File: src/rtl/mod_add_pipe_if.sv
// Handshake bundle for mod_add_pipe: operand channel (in_*) and result channel (out_*).
// Optional feature macro: MOD_ADD_RANGE_CHECK_EN adds the range_err result flag.
// Handshake: a transfer happens on a rising edge where valid and ready are both 1;
// valid must not depend on ready, and the payload is only meaningful while valid=1.
interface mod_add_pipe_if #(
  parameter int W = 48
);
  logic         in_valid;
  logic         in_ready;
  logic [W-1:0] A;
  logic [W-1:0] Bop;
  logic [W-1:0] q;
  logic         out_valid;
  logic         out_ready;
  logic [W-1:0] R;
`ifdef MOD_ADD_RANGE_CHECK_EN
  logic         range_err;

  modport master (
    output in_valid, A, Bop, q, out_ready,
    input  in_ready, out_valid, R, range_err
  );
  modport slave (
    input  in_valid, A, Bop, q, out_ready,
    output in_ready, out_valid, R, range_err
  );
`else
  modport master (
    output in_valid, A, Bop, q, out_ready,
    input  in_ready, out_valid, R
  );
  modport slave (
    input  in_valid, A, Bop, q, out_ready,
    output in_ready, out_valid, R
  );
`endif
endinterface

File: src/rtl/mod_add_pipe.sv
// Two-stage pipelined modular adder: R = (A + Bop) mod q, operands assumed < q.
// S1 registers the operand set; S2 registers the reduced result.
// Optional feature macro: MOD_ADD_RANGE_CHECK_EN flags operands >= q via range_err.
module mod_add_pipe #(
  parameter int W  = 48,
  parameter int CW = 16
) (
  input  logic          clk,
  input  logic          rstn,
  mod_add_pipe_if.slave bus,
  output logic [CW-1:0] op_cnt
);

  logic         s1_valid_q;
  logic [W-1:0] a_q;
  logic [W-1:0] b_q;
  logic [W-1:0] m_q;
  logic         out_valid_q;
  logic [W-1:0] r_q;
  logic [W-1:0] r_d;
  logic [CW-1:0] cnt_q;
  logic [CW-1:0] cnt_d;
  logic         adv2;
  logic         s1_load;
  logic         out_xfer;
  logic [W:0]   sum;
  logic [W:0]   mod_ext;

  // S2 may advance when it is empty or its result is being taken this cycle.
  assign adv2     = !out_valid_q || bus.out_ready;
  assign s1_load  = !s1_valid_q || adv2;
  assign out_xfer = out_valid_q && bus.out_ready;

  assign bus.in_ready  = s1_load;
  assign bus.out_valid = out_valid_q;
  assign bus.R         = r_q;
  assign op_cnt        = cnt_q;

  // Reduction: full W+1-bit sum so the carry takes part in the compare.
  always_comb begin
    sum     = {1'b0, a_q} + {1'b0, b_q};
    mod_ext = {1'b0, m_q};
    r_d     = sum[W-1:0];
    if (sum >= mod_ext) begin
      r_d = W'(sum - mod_ext);
    end
  end

  // S1: capture an operand set; the valid bit clears when S1 drains with no new input.
  always_ff @(posedge clk or negedge rstn) begin
    if (!rstn) begin
      s1_valid_q <= 1'b0;
      a_q        <= '0;
      b_q        <= '0;
      m_q        <= '0;
    end else if (s1_load) begin
      s1_valid_q <= bus.in_valid;
      if (bus.in_valid) begin
        a_q <= bus.A;
        b_q <= bus.Bop;
        m_q <= bus.q;
      end
    end
  end

  // S2: register the result; R only changes when a new valid result moves in.
  always_ff @(posedge clk or negedge rstn) begin
    if (!rstn) begin
      out_valid_q <= 1'b0;
      r_q         <= '0;
    end else if (adv2) begin
      out_valid_q <= s1_valid_q;
      if (s1_valid_q) begin
        r_q <= r_d;
      end
    end
  end

  // Completed-operation counter, wraps naturally at 2^CW.
  always_comb begin
    cnt_d = cnt_q;
    if (out_xfer) begin
      cnt_d = cnt_q + 1'b1;
    end
  end

  // Counter register.
  always_ff @(posedge clk or negedge rstn) begin
    if (!rstn) begin
      cnt_q <= '0;
    end else begin
      cnt_q <= cnt_d;
    end
  end

`ifdef MOD_ADD_RANGE_CHECK_EN
  logic range_err_q;

  // Range flag travels with R through S2.
  always_ff @(posedge clk or negedge rstn) begin
    if (!rstn) begin
      range_err_q <= 1'b0;
    end else if (adv2 && s1_valid_q) begin
      range_err_q <= (a_q >= m_q) || (b_q >= m_q);
    end
  end

  assign bus.range_err = range_err_q;
`endif

endmodule
File: src/flat_wrapper.sv
// flat-port wrapper written by rule: the top's interface ports become plain ports
module mod_add_pipe_flat 
#(
  parameter int W  = 48,
  parameter int CW = 16
)
  (clk, rstn, op_cnt, bus_in_valid, bus_A, bus_Bop, bus_q, bus_out_ready, bus_in_ready, bus_out_valid, bus_R);
  mod_add_pipe_if #(.W(W)) bus_i ();
  input  logic clk;
  input  logic rstn;
  output logic [CW-1:0] op_cnt;
  input wire logic [$bits(bus_i.in_valid)-1:0] bus_in_valid;
  input wire logic [$bits(bus_i.A)-1:0] bus_A;
  input wire logic [$bits(bus_i.Bop)-1:0] bus_Bop;
  input wire logic [$bits(bus_i.q)-1:0] bus_q;
  input wire logic [$bits(bus_i.out_ready)-1:0] bus_out_ready;
  output wire logic [$bits(bus_i.in_ready)-1:0] bus_in_ready;
  output wire logic [$bits(bus_i.out_valid)-1:0] bus_out_valid;
  output wire logic [$bits(bus_i.R)-1:0] bus_R;
  assign bus_i.in_valid = bus_in_valid;
  assign bus_i.A = bus_A;
  assign bus_i.Bop = bus_Bop;
  assign bus_i.q = bus_q;
  assign bus_i.out_ready = bus_out_ready;
  assign bus_in_ready = bus_i.in_ready;
  assign bus_out_valid = bus_i.out_valid;
  assign bus_R = bus_i.R;
  mod_add_pipe #(.W(W), .CW(CW)) u_core (.clk(clk), .rstn(rstn), .bus(bus_i), .op_cnt(op_cnt));
endmodule
File: config.mk
export PLATFORM = sky130hd
export DESIGN_NAME = mod_add_pipe_flat
export DESIGN_NICKNAME = d
export VERILOG_FILES = /design/src/rtl/mod_add_pipe_if.sv /design/src/rtl/mod_add_pipe.sv /design/src/flat_wrapper.sv
export SDC_FILE = /design/constraint.sdc
export NUM_CORES = 1
export LEC_CHECK = 0
export CAP_MARGIN = 20
export CORE_MARGIN = 8
export CORE_UTILIZATION = 35
export DETAILED_ROUTE_END_ITERATION = 8
export RECOVER_POWER = 25
export SLEW_MARGIN = 20
export SYNTH_ARGS = -nofsm -noshare
export SYNTH_HDL_FRONTEND = slang
export SYNTH_SLANG_ARGS = --single-unit
File: constraint.sdc
create_clock -name clk -period 5 [get_ports clk]
set_clock_uncertainty 0.2 [all_clocks]
set_input_delay 0.75 -clock clk [delete_from_list [all_inputs] [get_ports clk]]
set_output_delay 0.75 -clock clk [all_outputs]
set_load 0.02 [all_outputs]
# After elaboration in Yosys (flattened, before gate mapping)
# Cells that the tools add are included.
[totals]
ff_bits = 210
in_bits = 148
[classes]
addsub = 3
magnitude_cmp = 1
muxes = 1
n_reduce_logical = 7
[ops]
columns = ["operator", "n"]
rows = [
  ["$add A48 B48 Y49", 1],
  ["$ge A49 B48 Y1", 1],
  ["$mux W48", 1],
  ["$sub A48 B48 Y48", 1],
  ["$add A16 B1 Y16 const B", 1],
  ["$reduce_and A2 Y1", 2],
  ["$logic_not A1 Y1", 2],
  ["$logic_or A1 B1 Y1", 2],
  ["$logic_and A1 B1 Y1", 1],
]

# Longest topological paths before layout
[logic_depth]
ltp_word = 4
depth_mapped = 25
ltp_nobuf = 22

# Least setup slack after synthesis
# OpenSTA, ideal clock, no wires.
[synth_path]
path_type = "reg2reg"
startpoint = "register u_core.b_q[0]"
endpoint = "register u_core.r_q[46] (netlist: u_core.bus.R[46])"
setup_time_ns = 0.132
arrival_time_ns = 4.956
t_required_ns = 4.668
path_slack_ns = -0.287
path_stages_with_launch = 21
n_path_buf = 1
synth_period_minus_slack_ns = 5.287
path_cell_list = "dfrtp_1 -> ha_1 -> fa_1 -> a211oi_1 -> o21ai_0 -> a41o_1 -> a31o_2 -> a21o_1 -> a21oi_1 -> xnor2_1 -> ha_1 -> nand2_1 -> or3_1 -> a2111o_1 -> a311oi_2 -> o21ai_1 -> and4bb_4 -> or2_1 -> buf_6 -> a31oi_1 -> or3b_1"
[synth_via]
elab_chain_cells = 3
word_cells_on_any_way = 4
cone_classes = "2 x add/sub; 1 x order compare; 1 x mux"
[synth_rtl]
columns = ["item", "line", "text"]
rows = [
  ["start: declaration", "mod_add_pipe.sv:16", "logic [W-1:0] b_q;"],
  ["start signal: assignment", "mod_add_pipe.sv:60", "b_q <= bus.Bop;"],
  ["$add A48 B48 Y49 *", "mod_add_pipe.sv:41", "sum = {1'b0, a_q} + {1'b0, b_q};"],
  ["$sub A48 B48 Y48 or $ge A49 B48 Y1 (tied branches)", "mod_add_pipe.sv:45, mod_add_pipe.sv:44", ""],
  ["$mux W48 *", "mod_add_pipe.sv:44", "if (sum >= mod_ext) begin"],
  ["end signal: assignment", "mod_add_pipe.sv:74", "r_q <= r_d;"],
  ["end: declaration", "mod_add_pipe.sv:19", "logic [W-1:0] r_q;"],
]
# Mark *: on every way between the ends. The rest lies on a longest branch, timed or not.
# A chain may end at the register's enable or synchronous reset.

# Worst setup path in the final report
[layout_path]
startpoint = "register u_core.a_q[0]"
endpoint = "register u_core.r_q[46] (netlist: u_core.bus.R[46])"
[layout_via]
elab_chain_cells = 3
word_cells_on_any_way = 4
cone_classes = "2 x add/sub; 1 x order compare; 1 x mux"
[layout_rtl]
columns = ["item", "line", "text"]
rows = [
  ["start: declaration", "mod_add_pipe.sv:15", "logic [W-1:0] a_q;"],
  ["start signal: assignment", "mod_add_pipe.sv:59", "a_q <= bus.A;"],
  ["$add A48 B48 Y49 *", "mod_add_pipe.sv:41", ""],
  ["$sub A48 B48 Y48 or $ge A49 B48 Y1 (tied branches)", "mod_add_pipe.sv:45, mod_add_pipe.sv:44", ""],
  ["$mux W48 *", "mod_add_pipe.sv:44", ""],
]
# Marks and branches as above.

==> run_results.csv <==
group,metric,value,unit
status,outcome,"complete, but fails checks",
status,violated_checks,"max-capacitance violations, max-slew violations, negative setup slack",
yosys,netlist_instances,1453,
clock_network,worst_setup_hold_path_clk_slew,0.06,ns
clock_network,cts.root.buffer_cell,"clkbuf_16",
final_layout,antenna-diode-count,0,
drt,drc,0,
yosys,syn-cell-area,14000,um2
sta,timing_worst_slew_pin_value,2.22,ns
critical_path,timing.setup.critical_path_class,"reg2reg",
drt,detail_route.first_pass.iterations,5,
sta,fmax,183,MHz
sta,hold_violations,0,
clock_network,cts_max_level,1,
critical_path,worst_path_max_delay_cell,"o41a_1",
yosys,ys_types,71,
floorplanning,die_w,216,um
placed_design,placed_cells_incl_taps,2413,
drt,final_antenna_net_count,0,
critical_path,path_max_fanout,7,
hold_path,worstHoldPathType,"reg2reg",
yosys,average_instance_area_after_synthesis,9.61,um2
yosys,proportion_of_register_bits_with_asynchronous_set_or_reset_after_synthesis,100,%
floorplanning,design.die.area,46600,um2
power,p_leak,9.31,nW
global_routing,total_routing_usage_gr,18.8,%
yosys,post_synth_main_area_contributors,"dfrtp_1 38%, mux2_2 12%, ha_1 8.7%, xnor2_1 4.0%, nand2_1 3.7%",
clock_network,numCtsBuffers,26,
final_layout,fin_cells,2491,
yosys,synth.yosys.warnings,0,
critical_path,critPathCaptureType,"register",
yosys,netlist.area_leader.share,37.6,%
power,peakVddDrop,0.318,mV
global_routing,first_global_vias,13300,
final_layout,finalNetCount,2194,
yosys,synth_fp_nets,1700,
drt,detailroute.via_count,12600,
clock_network,worstSkewPairLatency,0.56,ns
clock_network,cts_max_path_buffers,3,
floorplanning,fp-row-count,73,
yosys,synth_edf_count,0,
placed_design,globalplace.congestion,0.867,
critical_path,cpPeakStageDelay,0.40,ns
sta,relSlewSlack,-47.9,%
drt,route.final.wire_length,45300,um
run,drv_cap,2,
final_layout,syn2layout_area_growth,47.0,%
drt,via_cell_ratio,5.04,
yosys,synth.ff_latch_count,210,
global_routing,gr-total-overflow,0,
yosys,synth_sequential_area_ratio,37.6,%
critical_path,worstSetupStartpointType,"register",
global_routing,grt_first_pass_wirelength,71600,um
yosys,ys.flop_type,"dfrtp_1",
placed_design,dp_hpwl,34900,um
yosys,yosys.cell_count.top_type,"dfrtp_1",
drt,detail_route.wl_per_cell,18.2,um
sta,finalWorstPathRequiredPeriod,5.46,ns
sta,grt_setup_unrepaired,"yes",
drt,drtIter0Drc,754,
clock_network,cts_num_sinks,210,
clock_network,cts_tree,"done",
power,power.density,669,nW/um2
floorplanning,core_region_area,39500,um2
critical_path,critical-path-top-cell-by-count,"nand4_1",
critical_path,cp_cell_sequence,"ha_2 > fa_2 > a211oi_2 > o21ai_2 > nand4_1 > nand3_2 > buf_6 > a41oi_4 > a31oi_4 > buf_4 > a41oi_4 > xnor2_2 > ha_1 > nand4_1 > nor4_2 > nand4_1 > nand3_2 > buf_4 > o41a_1 > and4bb_4 > buf_6 > or2_4 > nor4_1 > or3b_1",
sta,setup-violations-final,48,
global_routing,pin_count_of_the_biggest_net_entering_global_routing,145,
critical_path,cp.arrival,5.69,ns
clock_network,cts_hold_buf,0,
final_layout,layout-drive-gt1-share,31.4,%
yosys,yosys.area.top_type,"dfrtp_1",
yosys,ys_top_cells_by_count,"210 x dfrtp_1, 147 x mux2_2, 138 x nand2_1",
sta,final.setup.worst_slack,-0.455,ns
placed_design,placed_cell_area,18700,um2
final_layout,layout.cell_area.non_filler,20500,um2
placed_design,placement.io_buffers,213,
floorplanning,floorplan.die.height,216,um
floorplanning,initial_utilization,35.3,%
global_routing,initial_antenna_violation_count,0,
critical_path,critical_path_required,5.24,ns
floorplanning,num_io_pins,214,
sta,count_of_pins_over_their_slew_limit,165,
sta,period_share,109,%
-- sequential cells by signal, summed over array words and instances (netlist names) --
signal	flops
u_core.a_q	48
u_core.b_q	48
u_core.op_cnt	16
u_core.s1_valid_q	1
u_core.bus.R	48
u_core.m_q	48
u_core.bus.out_valid	1
-- routing by layer --
layer / track usage [%] / part of all wire (%)
met5: 0 / 0
met4: 4.47 / 2.2
met3: 3.34 / 4.9
met2: 32.0 / 48
met1: 24.5 / 45
-- worst paths after layout --
kind | start | end | slack [ns] | cells after the start
max | u_core.a_q[0] | u_core.bus.R[46] | -0.46 | 24
min | u_core.bus.R[15] | u_core.bus.R[15] | 0.28 | 2
max reg2reg | u_core.a_q[0] | u_core.bus.R[46] | -0.46 | 24
min reg2reg | u_core.bus.R[15] | u_core.bus.R[15] | 0.28 | 2
max in group asynchronous | rstn | u_core.b_q[18] | 1.04 | 2
min in group asynchronous | rstn | u_core.b_q[46] | 0.64 | 1
-- where the power goes --
group | total, mW | switching, mW | leakage (nW) | internal [mW]
logic | 9.34 | 4.68 | 6.39 | 4.66
clock network | 2.01 | 0.764 | 0.437 | 1.25
registers | 2.38 | 0.275 | 2.48 | 2.10
total | 13.7 | 5.72 | 9.31 | 8.01
-- repair_timing --
action | 4_1_cts | 5_1_grt
cloned | 0 | 2
setup buffers | 24 | 8
gates resized for setup | 115 | 35
setup endpoints to repair | 48 | 48
endpoints found under the hold margin | 0 | 0
pin swaps | 64 | 37
-- area by class of cell --
class                           instances  area, um2
Tap cell                              525        657
Timing Repair Buffer                  532       4670
Inverter                               71        267
Fill cell                            3600      19000
Sequential cell                       210       5260
Clock buffer                           37        753
Clock inverter                         10        158
Multi-Input combinational cell       1106       8770
-- cells by family (layout without fill, tap and decap cells) --
family,after synthesis,in the layout,synth area share [%]
AO/OA/AOI/OAI,381,381,17.6
AND/OR/NAND/NOR,362,362,12.5
flip-flops,210,210,37.6
multiplexers,165,165,13.1
buffers and inverters,137,650,3.95
adder cells (fa/ha/maj),99,99,8.98
XOR/XNOR,99,99,6.21
-- stage by stage --
stage               util [%]  setup WS [ns]  power (mW)    TNS, ns  hold slack, ns
floorplan                  -      -0.000945        7.03  -0.000945           0.254
global placement        47.4         -0.796        10.6     -32.92           0.261
detailed placement      47.4         -0.926        10.6     -37.06           0.270
CTS                     51.3         -0.297        13.5     -11.72          0.0631
global route            51.9         -0.717        14.7     -30.69           0.297
finish                  51.9         -0.455        13.7     -18.12           0.282
-- worst max-delay path: cells and delay by family (launching register included) --
kind	cells	cell delay (ns)
AOI/OAI and AO/OA	6	1.41
adders and majority gates	3	0.85
DFF	1	0.38
buffers and inverters	4	0.60
and+or+nand+nor	10	1.71
xor gates and xnor gates	1	0.18
-- cell usage in the layout, fill, tap and decap left out, drive strengths merged, types with 10 or more instances in the layout --
cell	count
buf	317
clkdlybuf4s50	211
dfrtp	210
mux2	147
nand2	138
a21oi	102
ha	97
o21ai	78
inv	71
a21o	65
xnor2	64
nor2	61
clkbuf	40
nand3	38
xor2	35
a31oi	32
nand4	26
o21bai	20
mux2i	18
nor3	17
and2	14
a211oi	12
o21a	11
and3	10
o211ai	10
nor4	10
Note: power is estimated with default switching activity, not from simulation.
